$ cat src/rtl/spi_slave_regbank.sv
// SPI mode-0 slave exposing 2**AW 8-bit registers; all SPI pins are oversampled on clk_i.
// Writes commit on the 8th SCK rise of a data byte. Reads stream reg[addr] MSB-first on SCK falls.
module spi_slave_regbank #(
    parameter int AW = 2
) (
    input  logic                    clk_i,
    input  logic                    rst_i,
    input  logic                    sck_i,
    input  logic                    mosi_i,
    input  logic                    ss_n_i,
    output logic                    miso_o,
    output logic                    miso_oe_o,
    output logic [8*(2**AW)-1:0]    regs_o,
    output logic                    wr_stb_o,
    output logic [AW-1:0]           wr_addr_o
);
    localparam int NREGS = 2**AW;

    typedef enum logic [1:0] {IDLE, CMD, WDATA, RDATA} state_t;

    logic                  sck_m, sck_s, sck_d;
    logic                  mosi_m, mosi_s;
    logic                  ss_m, ss_s;
    logic                  rise, fall;
    state_t                state;
    logic [2:0]            bitcnt;
    logic [6:0]            sh;
    logic [7:0]            tx_sh;
    logic [7:0]            rx_byte;
    logic [AW-1:0]         addr;
    logic [AW-1:0]         cmd_addr;
    logic [NREGS-1:0][7:0] regs;

    always_ff @(posedge clk_i or posedge rst_i) begin
        if (rst_i) begin
            sck_m  <= 1'b0;
            sck_s  <= 1'b0;
            sck_d  <= 1'b0;
            mosi_m <= 1'b0;
            mosi_s <= 1'b0;
            ss_m   <= 1'b1;
            ss_s   <= 1'b1;
        end else begin
            sck_m  <= sck_i;
            sck_s  <= sck_m;
            sck_d  <= sck_s;
            mosi_m <= mosi_i;
            mosi_s <= mosi_m;
            ss_m   <= ss_n_i;
            ss_s   <= ss_m;
        end
    end

    assign rise      = sck_s & ~sck_d;
    assign fall      = ~sck_s & sck_d;
    assign rx_byte   = {sh, mosi_s};
    assign cmd_addr  = rx_byte[AW-1:0];
    assign miso_oe_o = ~ss_s;
    assign regs_o    = regs;

    always_ff @(posedge clk_i or posedge rst_i) begin
        if (rst_i) begin
            state     <= IDLE;
            bitcnt    <= 3'd0;
            sh        <= '0;
            tx_sh     <= 8'd0;
            addr      <= '0;
            regs      <= '0;
            miso_o    <= 1'b0;
            wr_stb_o  <= 1'b0;
            wr_addr_o <= '0;
        end else begin
            wr_stb_o <= 1'b0;
            // Deselect wins over a coincident 8th rise, so a cut-short byte never commits.
            if (ss_s) begin
                state  <= IDLE;
                bitcnt <= 3'd0;
                miso_o <= 1'b0;
            end else begin
                unique case (state)
                    IDLE: begin
                        state  <= CMD;
                        bitcnt <= 3'd0;
                        sh     <= '0;
                        tx_sh  <= 8'd0;
                        miso_o <= 1'b0;
                    end
                    CMD: begin
                        if (rise) begin
                            sh     <= rx_byte[6:0];
                            bitcnt <= bitcnt + 3'd1;
                            if (bitcnt == 3'd7) begin
                                if (rx_byte[7]) begin
                                    state <= RDATA;
                                    tx_sh <= regs[cmd_addr];
                                    addr  <= cmd_addr + AW'(1);
                                end else begin
                                    state <= WDATA;
                                    addr  <= cmd_addr;
                                end
                            end
                        end
                    end
                    WDATA: begin
                        if (rise) begin
                            sh     <= rx_byte[6:0];
                            bitcnt <= bitcnt + 3'd1;
                            if (bitcnt == 3'd7) begin
                                regs[addr] <= rx_byte;
                                wr_stb_o   <= 1'b1;
                                wr_addr_o  <= addr;
                                addr       <= addr + AW'(1);
                            end
                        end
                    end
                    RDATA: begin
                        if (fall) begin
                            miso_o <= tx_sh[7];
                            tx_sh  <= {tx_sh[6:0], 1'b0};
                        end
                        if (rise) begin
                            bitcnt <= bitcnt + 3'd1;
                            if (bitcnt == 3'd7) begin
                                tx_sh <= regs[addr];
                                addr  <= addr + AW'(1);
                            end
                        end
                    end
                    default: state <= IDLE;
                endcase
            end
        end
    end
endmodule

$ cat config.mk
export PLATFORM = sky130hd
export DESIGN_NAME = spi_slave_regbank
export DESIGN_NICKNAME = d
export VERILOG_FILES = /design/src/rtl/spi_slave_regbank.sv
export SDC_FILE = /design/constraint.sdc
export NUM_CORES = 1
export LEC_CHECK = 0
export BUFFER_PORTS_ARGS = -buffer_cell sky130_fd_sc_hd__buf_4
export CAP_MARGIN = 20
export CORE_ASPECT_RATIO = 0.7
export CORE_MARGIN = 1.5
export CORE_UTILIZATION = 58
export CTS_CLUSTER_SIZE = 14
export DETAILED_ROUTE_END_ITERATION = 8
export PLACE_DENSITY_LB_ADDON = 0.12
export SYNTH_ARGS = -nofsm -noshare
export SYNTH_HDL_FRONTEND = slang
export SYNTH_SLANG_ARGS = --single-unit
$ cat constraint.sdc
create_clock -name clk_i -period 2.1 [get_ports clk_i]
set_input_delay 0 -clock clk_i [delete_from_list [all_inputs] [get_ports clk_i]]
set_output_delay 0 -clock clk_i [all_outputs]
set_load 0.02 [all_outputs]
* Yosys cells after proc, flatten, opt, wreduce, memory -nomap -nowiden
Index checks and enable logic that the tools add are counted.
W data, S select, Z words.
** Word-level totals
- Input port bits :: 5
- Word-level logic and storage cells :: 97
- Output and inout port bits :: 37
- Register bits after elaboration :: 65
** Operators by class
- Bitwise operators :: 5
- Mux-type cells :: 37
- Equality and inequality tests :: 14
- Add/subtract/negate cells :: 3
- Reduce and logical (&&, ||, !) cells :: 16
- Order comparisons :: 3
** Operators with widths (count)
- $mux W8 :: 9
- $bmux W8 S2 :: 2
- $bwmux W32 :: 1
- $pmux W8 S3 :: 1
- $demux W8 S2 :: 1
- $mux W2 :: 8
- $pmux W7 S2 :: 1
- $ne A3 B3 Y1 const B :: 3
- $reduce_bool A3 Y1 :: 3
- $pmux W2 S2 :: 2
- $mux W1 :: 7
- $mux W7 :: 1
- $lt A2 B3 Y1 const B :: 2
- $mux W3 :: 2
- $ne A2 B1 Y1 const B :: 3
- $ne A2 B2 Y1 const B :: 3
- $pmux W3 S2 :: 1
- $reduce_and A3 Y1 :: 2
- $reduce_and A6 Y1 :: 1
- $reduce_and A5 Y1 :: 1
- $add A2 B1 Y2 const B :: 2
- $eq A2 B2 Y1 const B :: 2
- $reduce_and A4 Y1 :: 1
- $reduce_bool A2 Y1 :: 2
- 13 further kinds :: 17

* Longest topological paths before layout
- Word-level depth :: 6
- Mapped depth :: 7
- Mapped depth without buffers :: 6

* Worst setup path after synthesis
No wires, ideal clock.
- Kind :: register -> register
- Start :: register bitcnt[0]
- End :: register regs, in the netlist regs_o[22]
- Setup time :: 128 ps
- Buffers on the path :: 0
- Stages on the path, launching flop included :: 7
- Data required time :: 1972 ps
- Path slack :: 208 ps
- Period minus slack after synthesis :: 1892 ps
- Arrival time :: 1764 ps
- Cell sequence :: dfrtp_1 > ha_1 > ha_1 > nand2_1 > nor4b_4 > nand2_2 > mux2_1
** Between the ends
- Longest elaborated chain between the ends :: 2
** RTL lines
- from (decl) :: line 26 : logic [2:0] bitcnt;
- from (signal assigned) :: line 91 : bitcnt <= bitcnt + 3'd1;
- from (signal assigned) :: line 107 : bitcnt <= bitcnt + 3'd1;
- from (signal assigned) :: line 122 : bitcnt <= bitcnt + 3'd1;
- $eq A3 B3 Y1 :: line 108 : if (bitcnt == 3'd7) begin
- $reduce_and A4 Y1 (no source line)
- to (signal, indexed assignment) :: line 109 : regs[addr] <= rx_byte;
- to (decl) :: line 32 : logic [NREGS-1:0][7:0] regs;
No other way between the ends.
A chain may end at the register's enable or synchronous reset.

* Worst setup path after layout
Same ends and word-level chain as after synthesis.

==> impl_summary.txt <==
----------------------------------------------------
[Placement]
  Placer's final routability congestion estimate ... about 0.84
  Placed instance count ... 361
  Worst slack, placed ... between 40 and 50 ps
  HPWL reported at the end of detailed placement ... roughly 5.3 mm
  Buffers added on ports ... between 40 and 50

[Power]
  Worst ir drop on vdd ... approximately 0.00047 V
  Final Power ... 0.00254 W
  Pleak ... 1.99 nW
  Pwr dens ... ~630 nW/um^2

[Floorplanning]
  Vertical die dimension ... between 60 and 70 um
  Die Footprint ... 6240 um^2
  Ports placed on the boundary ... 42
  Core area ... between 5000 and 6000 um^2
  Row count ... 22
  Initial Util ... roughly 62%
  Die width ... approximately 94 um

[Drt]
  Number of design rule violations left after detail routing ... 0
  Remaining antenna violation count ... 0
  Per-cell routed wire length ... 19.8 um
  Detail-routed via count per cell ... about 6.0
  Overall routed net length ... 7.59 mm
  Count of routing violations after the opening detailed-route iteration ... approximately 170
  Number of detailed-routing iterations run before antenna repair ... 4
  Number of vias in the routed layout ... about 2300

[Global routing]
  Vias in the first global route ... roughly 2200
  Antenna violations before repair ... 0
  Overflow after GRT ... 0
  Largest net degree at the start of global routing ... 66
  Overall track demand over capacity in global routing ... between 20% and 30%
  First-pass GRT wire length ... approximately 12 mm

[Setup path]
  Largest driver fanout on the critical path ... 8
  Cell mode on critical path ... ha_1
  Critical path cell sequence ... ha_1 > ha_1 > nand2_1 > nor4b_4 > buf_4 > nand2_2 > mux2_1
  CP arrival ... 2150 ps
  CP startpoint kind ... register
  Cell class contributing the biggest share of worst-path delay ... simple AND/OR/NAND/NOR gates
  Startpoint of the worst register-to-register path ... bitcnt[0]
  Crit path capture type ... register
  Buffers and inverters on the worst path ... 1
  Maximum cell stage delay along the critical path ... 370 ps
  Critical path data required time ... about 2300 ps
  Path type of the worst setup path ... reg2reg
  Cell with the biggest individual delay on the critical path ... dfrtp_1
  Startpoint of the worst setup timing path ... bitcnt[0]

[CTS]
  Number of levels the H-tree was split into ... 3
  CTS root buf ... clkbuf_8
  Buffer depth of the longest clock path ... 2
  Clock-pin slew on the worst setup and hold paths ... around 80 ps
  Cts bufs inserted ... 9
  Worst skew pair latency ... 340 ps
  Number of clock sinks seen by CTS ... 65
  Clock tree from TritonCTS ... built

[Layout]
  Most common cell after layout, fill and taps aside ... dfrtp_1
  Post-layout instance count excluding filler cells ... 383
  Commonest cells after routing, fill and taps aside ... 63 x dfrtp_1, 54 x buf_4, 42 x mux2_2
  Ratio of cells with drive above 1 in the final layout ... 44.4%
  Number of nets at the end of the flow ... between 300 and 400
  Layout overhead on the synthesized area ... 20.0%
  Antenna diode count ... 0

[Synth]
  Avg Synthesized Cell Area ... between 10 and 15 um^2
  Number of instances in the synthesized netlist ... 251
  Sequential area share after synthesis ... about half
  Net Count, Synth ... 269
  Post-synth cell types ... 38
  Synth warnings ... 0
  Post-Synthesis Cell Area ... between 3000 and 4000 um^2
  Register bit count reported by yosys ... 65

[Timing]
  Transition time of the tightest slew-check pin ... about 670 ps
  Remaining max-slew budget at the tightest pin ... between 50% and 60%
  Final period util ... about nine tenths
  Period minus WS final ... 1930 ps
  Count of final hold-check violations ... 0
  RSZ-0062 raised after global routing ... false
  Worst clock skew ... 7.02 ps
  Final setup vio count ... 0
  Number of max-slew violations in the final report ... 0
  Max frequency ... between 500 and 600 MHz
  Setup ws final ... between 150 and 200 ps
  Total negative slack ... 0 ps

[Flow run]
  Max-capacitance violation count ... 0

[Outcome]
  Outcome ... finished, final reports clean

[Worst hold path]
  Class of the most critical hold timing path ... in2async

----------------------------------------------------
## final timing paths
check / end / slack (ps) / cells past startpoint
min reg2reg: ss_s / 360 / 0
max reg2reg: regs_o[22] / 170 / 7
min in group clk_i: mosi_m / 310 / 2
max: regs_o[22] / 170 / 7
min: regs_o[9] / 280 / 4
max in group asynchronous: ss_m / 1520 / 4
## Yosys cell counts (all sizes together)
library cell   n  share of area [%]
ha            13                4.9
nor4b          1               0.71
dfrtp         63                 47
nand2         13                1.8
nor2           5               0.56
xor2           2               0.52
mux2i         10                3.0
xnor2          1               0.26
buf            6               0.90
a21oi          4               0.60
clkbuf         9                1.0
nand2b         3               0.56
nor3           5               0.75
mux4          16                 11
o21ai          2               0.30
a221oi         1               0.26
a31oi          1               0.19
o22ai          1               0.19
nand4b         1               0.26
a22o           7                1.8
inv           14                1.6
mux2          43                 14
and3b          1               0.26
or2b           1               0.22
nand3b         2               0.45
a311oi         1               0.26
a22oi          1               0.22
o221ai         8                2.1
nand3          9                1.3
a211oi         1               0.37
a21o           1               0.22
dfstp          2                1.6
or2            1               0.19
and3           1               0.19
nor2b          1               0.19
## state kept, by name, summed over array words and instances, names as in the netlist, 2 cells and up
name       count
regs_o        32
tx_sh          8
sh             7
state          2
addr           2
bitcnt         3
wr_addr_o      2
## cells by family after synthesis
| family | count (synthesis) | synth area share, % |
|---|---|---|
| AND/OR/NAND/NOR | 44 | 7.44 |
| buffers and inverters | 29 | 3.51 |
| adder cells (fa/ha/maj) | 13 | 4.86 |
| multiplexers | 69 | 28.2 |
| AO/OA/AOI/OAI | 28 | 6.54 |
| XOR/XNOR | 3 | 0.785 |
| flip-flops | 65 | 48.7 |
## what timing repair did
item / in CTS / in global routing
setup endpoints to repair: 0 / 32
hold buffers: 4 / 0
gates resized for setup: 0 / 0
endpoints found under the hold margin: 66 / 0
setup buffers: 0 / 2
## metal layers
metal  wire, um  GRT usage [%]  vias to the layer above
met5          0              0                        -
met4         57           5.78                        0
met3        457           8.56                        7
met2       3510           40.5                       78
met1       3570           39.9                     1176
li1           -              -                     1047
## worst register-to-register path, cell delays in order, from the launching register on
cell	delay, ps
dfrtp_1	370
ha_1	180
ha_1	190
nand2_1	110
nor4b_4	260
buf_4	170
nand2_2	170
mux2_1	370
## cell type report
cell class,count,area (um^2)
Sequential cell,65,1630
Clock inverter,6,50.0
Tap cell,72,90.1
Clock buffer,10,128
Timing Repair Buffer,59,465
Inverter,14,52.6
Fill cell,374,1380
Multi-Input combinational cell,157,1600
## stage by stage
step / hold WS, ps / util (%) / cell area [um^2]
after detailed placement: 101 / 70.1 / 3780
after CTS: 287 / 74.2 / 4000
after floorplan: 4.48 / - / 3350
after global routing: 277 / 74.4 / 4020
after global placement: 102 / 70.1 / 3780
final: 280 / 74.4 / 4020
## where the power goes
| part | internal [W] | leakage, nW | switching (W) | total, W |
|---|---|---|---|---|
| Sequential | 0.00127 | 0.887 | 0.0000398 | 0.00131 |
| Combinational | 0.000114 | 1.02 | 0.000152 | 0.000266 |
| Clock | 0.000443 | 0.0839 | 0.000519 | 0.000961 |
(Power assumes the default switching activity.)
